## src/rtl/bsg_nasti_pkg.sv

```systemverilog
// bsg_nasti_pkg: shared NASTI packet types, widths and helpers
package bsg_nasti_pkg;
  localparam int bsg_nasti_id_width_gp = 6;
  typedef struct packed {
    logic [bsg_nasti_id_width_gp-1:0] id;
    logic [31:0] addr;
    logic [7:0]  len;
    logic [2:0]  size;
    logic [1:0]  burst;
  } bsg_nasti_a_pkt;
  typedef struct packed {
    logic [63:0] data;
    logic [7:0]  strb;
    logic        last;
  } bsg_nasti_w_pkt;
  typedef struct packed {
    logic [bsg_nasti_id_width_gp-1:0] id;
    logic [1:0] resp;
  } bsg_nasti_b_pkt;
  typedef struct packed {
    logic [bsg_nasti_id_width_gp-1:0] id;
    logic [63:0] data;
    logic [1:0]  resp;
    logic        last;
  } bsg_nasti_r_pkt;
  typedef enum logic {W_IDLE, W_BURST} w_state_e;
  function automatic int safe_clog2(input int n);
    return n < 2 ? 1 : $clog2(n);
  endfunction
endpackage

```

## src/rtl/bsg_nasti_rr_lock_arb.sv

```systemverilog
// bsg_nasti_rr_lock_arb: round-robin arbiter that holds its grant until the handshake
module bsg_nasti_rr_lock_arb
  import bsg_nasti_pkg::*;
#(
  parameter int num_p = 2,
  parameter int lg_p  = safe_clog2(num_p)
) (
  input  logic             clk_i,
  input  logic             reset_n_i,
  input  logic [num_p-1:0] v_i,
  input  logic             ready_i,
  input  logic             en_i,
  output logic [num_p-1:0] grant_o,
  output logic [lg_p-1:0]  grant_idx_o,
  output logic             valid_o
);
  logic [lg_p-1:0] ptr_r, grant_r, scan_idx, j;
  logic lock_r, scan_v;
  always_comb begin
    scan_v = 1'b0;
    scan_idx = '0;
    j = '0;
    for (int k = num_p - 1; k >= 0; k--) begin
      j = lg_p'((int'(ptr_r) + k) % num_p);
      scan_v = v_i[j] ? 1'b1 : scan_v;
      scan_idx = v_i[j] ? j : scan_idx;
    end
  end
  assign grant_idx_o = lock_r ? grant_r : scan_idx;
  assign valid_o = reset_n_i & en_i & (lock_r ? v_i[grant_r] : scan_v);
  assign grant_o = valid_o ? num_p'(1) << grant_idx_o : '0;
  always_ff @(posedge clk_i) begin
    if (!reset_n_i) begin
      ptr_r <= '0;
      lock_r <= 1'b0;
      grant_r <= '0;
    end else if (valid_o && ready_i) begin
      ptr_r <= (grant_idx_o == lg_p'(num_p - 1)) ? '0 : grant_idx_o + 1'b1;
      lock_r <= 1'b0;
    end else if (valid_o) begin
      lock_r <= 1'b1;
      grant_r <= grant_idx_o;
    end
  end
endmodule

```

## src/rtl/bsg_nasti_arbiter.sv

```systemverilog
// bsg_nasti_arbiter: shares one NASTI master port between several clients via id tagging
module bsg_nasti_arbiter
  import bsg_nasti_pkg::*;
#(
  parameter  int num_clients_p = 2,
  localparam int lg_clients_lp = safe_clog2(num_clients_p)
) (
  input  logic                                 clk_i,
  input  logic                                 reset_n_i,
  input  logic           [num_clients_p-1:0]   client_ar_valid_i,
  input  bsg_nasti_a_pkt [num_clients_p-1:0]   client_ar_data_i,
  output logic           [num_clients_p-1:0]   client_ar_ready_o,
  input  logic           [num_clients_p-1:0]   client_aw_valid_i,
  input  bsg_nasti_a_pkt [num_clients_p-1:0]   client_aw_data_i,
  output logic           [num_clients_p-1:0]   client_aw_ready_o,
  input  logic           [num_clients_p-1:0]   client_w_valid_i,
  input  bsg_nasti_w_pkt [num_clients_p-1:0]   client_w_data_i,
  output logic           [num_clients_p-1:0]   client_w_ready_o,
  output logic           [num_clients_p-1:0]   client_b_valid_o,
  output bsg_nasti_b_pkt                       client_b_data_o,
  input  logic           [num_clients_p-1:0]   client_b_ready_i,
  output logic           [num_clients_p-1:0]   client_r_valid_o,
  output bsg_nasti_r_pkt                       client_r_data_o,
  input  logic           [num_clients_p-1:0]   client_r_ready_i,
  output logic                                 master_ar_valid_o,
  output bsg_nasti_a_pkt                       master_ar_data_o,
  input  logic                                 master_ar_ready_i,
  output logic                                 master_aw_valid_o,
  output bsg_nasti_a_pkt                       master_aw_data_o,
  input  logic                                 master_aw_ready_i,
  output logic                                 master_w_valid_o,
  output bsg_nasti_w_pkt                       master_w_data_o,
  input  logic                                 master_w_ready_i,
  input  logic                                 master_b_valid_i,
  input  bsg_nasti_b_pkt                       master_b_data_i,
  output logic                                 master_b_ready_o,
  input  logic                                 master_r_valid_i,
  input  bsg_nasti_r_pkt                       master_r_data_i,
  output logic                                 master_r_ready_o
);
  localparam int id_hi_lp = bsg_nasti_id_width_gp - 1;
  logic [num_clients_p-1:0] ar_grant, aw_grant;
  logic [lg_clients_lp-1:0] ar_idx, aw_idx, w_owner_r, b_dest, r_dest;
  logic aw_hs, w_active;
  w_state_e w_state_r, w_state_n;
  bsg_nasti_rr_lock_arb #(.num_p(num_clients_p), .lg_p(lg_clients_lp)) ar_arb (
    .clk_i, .reset_n_i, .v_i(client_ar_valid_i), .ready_i(master_ar_ready_i), .en_i(1'b1),
    .grant_o(ar_grant), .grant_idx_o(ar_idx), .valid_o(master_ar_valid_o)
  );
  bsg_nasti_rr_lock_arb #(.num_p(num_clients_p), .lg_p(lg_clients_lp)) aw_arb (
    .clk_i, .reset_n_i, .v_i(client_aw_valid_i), .ready_i(master_aw_ready_i),
    .en_i(w_state_r == W_IDLE), .grant_o(aw_grant), .grant_idx_o(aw_idx), .valid_o(master_aw_valid_o)
  );
  assign client_ar_ready_o = ar_grant & {num_clients_p{master_ar_ready_i}};
  assign client_aw_ready_o = aw_grant & {num_clients_p{master_aw_ready_i}};
  assign aw_hs = master_aw_valid_o & master_aw_ready_i;
  assign w_active = reset_n_i & (w_state_r == W_BURST);
  assign master_w_valid_o = w_active & client_w_valid_i[w_owner_r];
  assign master_w_data_o = client_w_data_i[w_owner_r];
  assign client_w_ready_o = w_active ? (num_clients_p'(1) << w_owner_r) & {num_clients_p{master_w_ready_i}} : '0;
  assign b_dest = master_b_data_i.id[id_hi_lp -: lg_clients_lp];
  assign r_dest = master_r_data_i.id[id_hi_lp -: lg_clients_lp];
  assign client_b_valid_o = (reset_n_i & master_b_valid_i) ? num_clients_p'(1) << b_dest : '0;
  assign client_r_valid_o = (reset_n_i & master_r_valid_i) ? num_clients_p'(1) << r_dest : '0;
  assign master_b_ready_o = reset_n_i & client_b_ready_i[b_dest];
  assign master_r_ready_o = reset_n_i & client_r_ready_i[r_dest];
  always_comb begin
    master_ar_data_o = client_ar_data_i[ar_idx];
    master_ar_data_o.id[id_hi_lp -: lg_clients_lp] = ar_idx;
    master_aw_data_o = client_aw_data_i[aw_idx];
    master_aw_data_o.id[id_hi_lp -: lg_clients_lp] = aw_idx;
    client_b_data_o = master_b_data_i;
    client_b_data_o.id[id_hi_lp -: lg_clients_lp] = '0;
    client_r_data_o = master_r_data_i;
    client_r_data_o.id[id_hi_lp -: lg_clients_lp] = '0;
  end
  always_comb begin
    w_state_n = w_state_r;
    w_state_n = (w_state_r == W_IDLE && aw_hs) ? W_BURST
              : (master_w_valid_o && master_w_ready_i && master_w_data_o.last) ? W_IDLE : w_state_n;
  end
  always_ff @(posedge clk_i) begin
    if (!reset_n_i) w_state_r <= W_IDLE;
    else w_state_r <= w_state_n;
    if (reset_n_i && aw_hs) w_owner_r <= aw_idx;
  end
  for (genvar i = 0; i < num_clients_p; i++) begin : g_tag_chk
    assert property (@(posedge clk_i) disable iff (!reset_n_i)
      client_ar_valid_i[i] |-> client_ar_data_i[i].id[id_hi_lp -: lg_clients_lp] == '0);
    assert property (@(posedge clk_i) disable iff (!reset_n_i)
      client_aw_valid_i[i] |-> client_aw_data_i[i].id[id_hi_lp -: lg_clients_lp] == '0);
  end
  assert property (@(posedge clk_i) disable iff (!reset_n_i)
    master_b_valid_i |-> int'(b_dest) < num_clients_p) else $fatal(1, "b dest out of range");
  assert property (@(posedge clk_i) disable iff (!reset_n_i)
    master_r_valid_i |-> int'(r_dest) < num_clients_p) else $fatal(1, "r dest out of range");
endmodule

```

## config.mk

```make
export PLATFORM = sky130hd
export DESIGN_NAME = bsg_nasti_arbiter
export DESIGN_NICKNAME = d
export VERILOG_FILES = /design/src/rtl/bsg_nasti_pkg.sv /design/src/rtl/bsg_nasti_rr_lock_arb.sv /design/src/rtl/bsg_nasti_arbiter.sv
export SDC_FILE = /design/constraint.sdc
export NUM_CORES = 1
export LEC_CHECK = 0
export BUFFER_PORTS_ARGS = -buffer_cell sky130_fd_sc_hd__buf_2
export CELL_PAD_IN_SITES_DETAIL_PLACEMENT = 0
export CELL_PAD_IN_SITES_GLOBAL_PLACEMENT = 1
export CORE_AREA = 2 2 276 278
export DETAILED_ROUTE_END_ITERATION = 12
export DIE_AREA = 0 0 278 280
export GPL_TIMING_DRIVEN = 0
export PLACE_DENSITY = 0.39
export SLEW_MARGIN = 25
export SYNTH_ARGS = -nofsm -noshare
export SYNTH_HDL_FRONTEND = slang
export SYNTH_SLANG_ARGS = --single-unit
```

## constraint.sdc

```tcl
create_clock -name clk_i -period 1.65 [get_ports clk_i]
set_clock_uncertainty 0.2 [all_clocks]
set_input_delay 0.0825 -clock clk_i [delete_from_list [all_inputs] [get_ports clk_i]]
set_output_delay 0.0825 -clock clk_i [all_outputs]
set_load 0.005 [all_outputs]
```

==> load_flow_metrics.sql <==
INSERT INTO impl_metrics (metric_group, metric, value, unit) VALUES
('detailed_routing', 'postRouteWirelength', '24900', 'um'),
('logic_synthesis', 'synth.avg_cell_area', '10.5', 'um2'),
('setup_path', 'timing.critical_path.arrival', '1.71', 'ns'),
('logic_synthesis', 'synth.most_common_cell', 'mux2_4', ''),
('die', 'floorplan.initialDensity', '4.82', '%'),
('finish', 'flow.area_growth_from_synthesis', '175', '%'),
('detailed_routing', 'first_pass_iters', '4', ''),
('setup_path', 'startpoint_to_endpoint_class_of_the_critical_path', 'reg -> out', ''),
('finish', 'multiInputGateArea', '0.00288', 'mm2'),
('die', 'core_region_area', '0.0752', 'mm2'),
('setup_path', 'cpPeakStageDelay', '0.31', 'ns'),
('logic_synthesis', 'synth-seq-area-share', '4.69', '%'),
('setup_path', 'crit_family', 'buffers and inverters', ''),
('place', 'port-buffer-count', '633', ''),
('logic_synthesis', 'synth_enable_flop_cells', '1', ''),
('setup_path', 'crit_start', 'ar_arb.ptr_r', ''),
('setup_path', 'r2r-start', 'aw_arb.lock_r', ''),
('logic_synthesis', 'ys_seq_elements', '8', ''),
('finish', 'ff_latch_area', '181', 'um2'),
('power_and_ir_drop', 'vdd_drop_max', '0.000231', 'V'),
('timing', 'slew_violations', '0', ''),
('finish', 'filler_cell_count', '8573', ''),
('logic_synthesis', 'synthDistinctLibCells', '36', ''),
('timing', 'final_period_minus_worst_setup_slack', '2.00', 'ns'),
('global_routing', 'global_route_wire_length_before_repair', '31600', 'um'),
('detailed_routing', 'drt-wirelength-per-cell', '12.5', 'um'),
('detailed_routing', 'routed-via-count', '5279', ''),
('setup_path', 'cp_cell_sequence', 'nand2b_4, a22o_1, buf_12, buf_12, mux2_4, buf_2', ''),
('timing', 'rsz0062_at_grt', 'yes', ''),
('run', 'cap_violations', '0', ''),
('global_routing', 'grt_pass1_vias', '5329', ''),
('logic_synthesis', 'async_flop_share', '0', '%'),
('setup_path', 'timing.critical_path.from_type', 'flop', ''),
('clocking', 'clock_path_buffers', '2', ''),
('detailed_routing', 'drc_errors', '0', ''),
('die', 'die_width', '278', 'um'),
('power_and_ir_drop', 'finalPower', '3730', 'uW'),
('place', 'pre_cts_slack', '-0.327', 'ns'),
('die', 'placement_rows', '101', ''),
('setup_path', 'critPathSlowestCell', 'dfxtp_2', ''),
('global_routing', 'pin_count_of_the_biggest_net_entering_global_routing', '11', ''),
('clocking', 'cts_htree_levels', '1', ''),
('global_routing', 'grt_util_all_layers', '5.41', '%'),
('place', 'gp_congestion', '0.824', ''),
('setup_path', 'endpoint_kind', 'output pin', ''),
('clocking', 'worstSkewPairLatency', '0.24', 'ns'),
('global_routing', 'grt_antenna_before_repair', '8', ''),
('clocking', 'cts-root-buf', 'clkbuf_16', ''),
('power_and_ir_drop', 'power.density_cell_area', '375', 'mW/mm2'),
('logic_synthesis', 'netlist_area', '0.00363', 'mm2'),
('setup_path', 'timing.critical_path.mode_cell', 'buf_12', ''),
('clocking', 'cts.sinks', '8', ''),
('status', 'outcome', 'finished with violations', ''),
('timing', 'finalWorstSetupSlack', '-0.346', 'ns'),
('timing', 'timing.final.crit_share', '121', '%'),
('timing', 'setup-violations-final', '181', ''),
('detailed_routing', 'avgViaCountPerCell', '2.64', ''),
('finish', 'drive_above_1_share', '95.3', '%'),
('clocking', 'path_clk_slew', '0.05', 'ns'),
('detailed_routing', 'detailedRoute.firstIterationViolations', '62', ''),
('die', 'boundaryPins', '719', ''),
('timing', 'fmaxAchievable', '0.501', 'GHz'),
('logic_synthesis', 'ys.warnings.count', '0', ''),
('status', 'failing_checks', 'setup timing', ''),
('finish', 'nets', '1468', ''),
('logic_synthesis', 'synth.top_cells.by_count', 'mux2_4, buf_4, mux2_2', ''),
('logic_synthesis', 'synth_largest_type_area_fraction', '35.6', '%'),
('detailed_routing', 'number_of_nets_with_antenna_violations_after_routing', '0', ''),
('die', 'fp.dieArea', '0.0778', 'mm2'),
('clocking', 'cts_buffers', '3', ''),
('finish', 'layout.core_utilization', '13.2', '%');
-- layout make-up --
cell class,count,share of cell area (%)
diodes,2,0.0503
plain buffers,101,9.71
clock buffers,4,0.792
inverters,6,0.226
multi-input cells,228,29.0
flip-flops and latches,8,1.82
well taps,978,12.3
repair buffers,672,46.1
-- per-stage QoR --
step           hold WS (ns)  cell area [um2]  cells
2_1_floorplan      -0.00390             3630    346
3_3_place_gp          0.133             8020   1957
3_5_place_dp          0.132             8020   1957
4_1_cts              0.0257             9230   1987
5_1_grt              0.0337             9960   1998
6_report             0.0292             9960   1999
-- state kept, by name, summed over array words and instances (netlist names) --
signal / cells
w_owner_r: 1
ar_arb.ptr_r: 1
w_state_r: 1
aw_arb.ptr_r: 1
aw_arb.grant_r: 1
aw_arb.lock_r: 1
ar_arb.lock_r: 1
ar_arb.grant_r: 1
-- tightest hold or removal path, cell delays in order --
cell and delay [ns]:
buf_2 0.15, a21bo_2 0.14, a21oi_1 0.05
-- cells by family after synthesis --
logic type / share of synthesized area [%]
AND/OR/NAND/NOR: 4.38
other: 0.103
AO/OA/AOI/OAI: 3.80
flip-flops: 4.69
buffers and inverters: 22.7
multiplexers: 64.3
-- power breakdown --
group	total, uW	internal (uW)	switching, uW
combinational	3030	2020	1010
sequential	238	218	20.5
clock	462	326	136
-- cell usage in the layout (no fill, tap or decap), types with 2 or more instances in the layout --
cell,synthesis,final
buf_2,7,495
buf_6,12,148
mux2_4,86,127
buf_4,83,92
mux2_2,82,47
buf_12,0,19
nor2_1,10,8
clkbuf_16,0,8
buf_8,0,7
nand2_1,5,5
mux2i_1,5,5
inv_1,6,4
nor2b_4,0,3
dfxtp_2,0,3
buf_16,0,3
dlygate4sd3_1,0,3
diode_2,0,2
nand2b_4,0,2
nor2b_1,5,2
nand3_1,2,2
nor2_4,0,2
a21oi_1,2,2
inv_2,0,2
and3_1,2,2
and2_4,0,2
conb_1,1,2
dfxtp_1,7,2
dfxtp_4,0,2
-- what timing repair did --
item | 4_1_cts | 5_1_grt
pin swaps | 2 | 6
buffers inserted | 17 | 11
hold buffers | 3 | 0
setup endpoints to repair | 185 | 184
resized for setup | 169 | 126
endpoints found under the hold margin | 3 | 0
gates cloned | 6 | 5
-- per-layer routing --
metal	wire length (um)	GRT usage, %
met1	8510	5.36
met2	13300	10.7
met3	1910	1.09
met4	1190	2.56
met5	11	0
-- worst paths after layout --
kind	end	slack, ns	cells after the start
min reg2reg	aw_arb.ptr_r	0.26	2
max reg2reg	aw_arb.lock_r	0.05	4
max	master_ar_data_o[23]	-0.35	6
min	ar_arb.grant_r	0.03	3
Note: power is estimated with default switching activity, not from simulation.
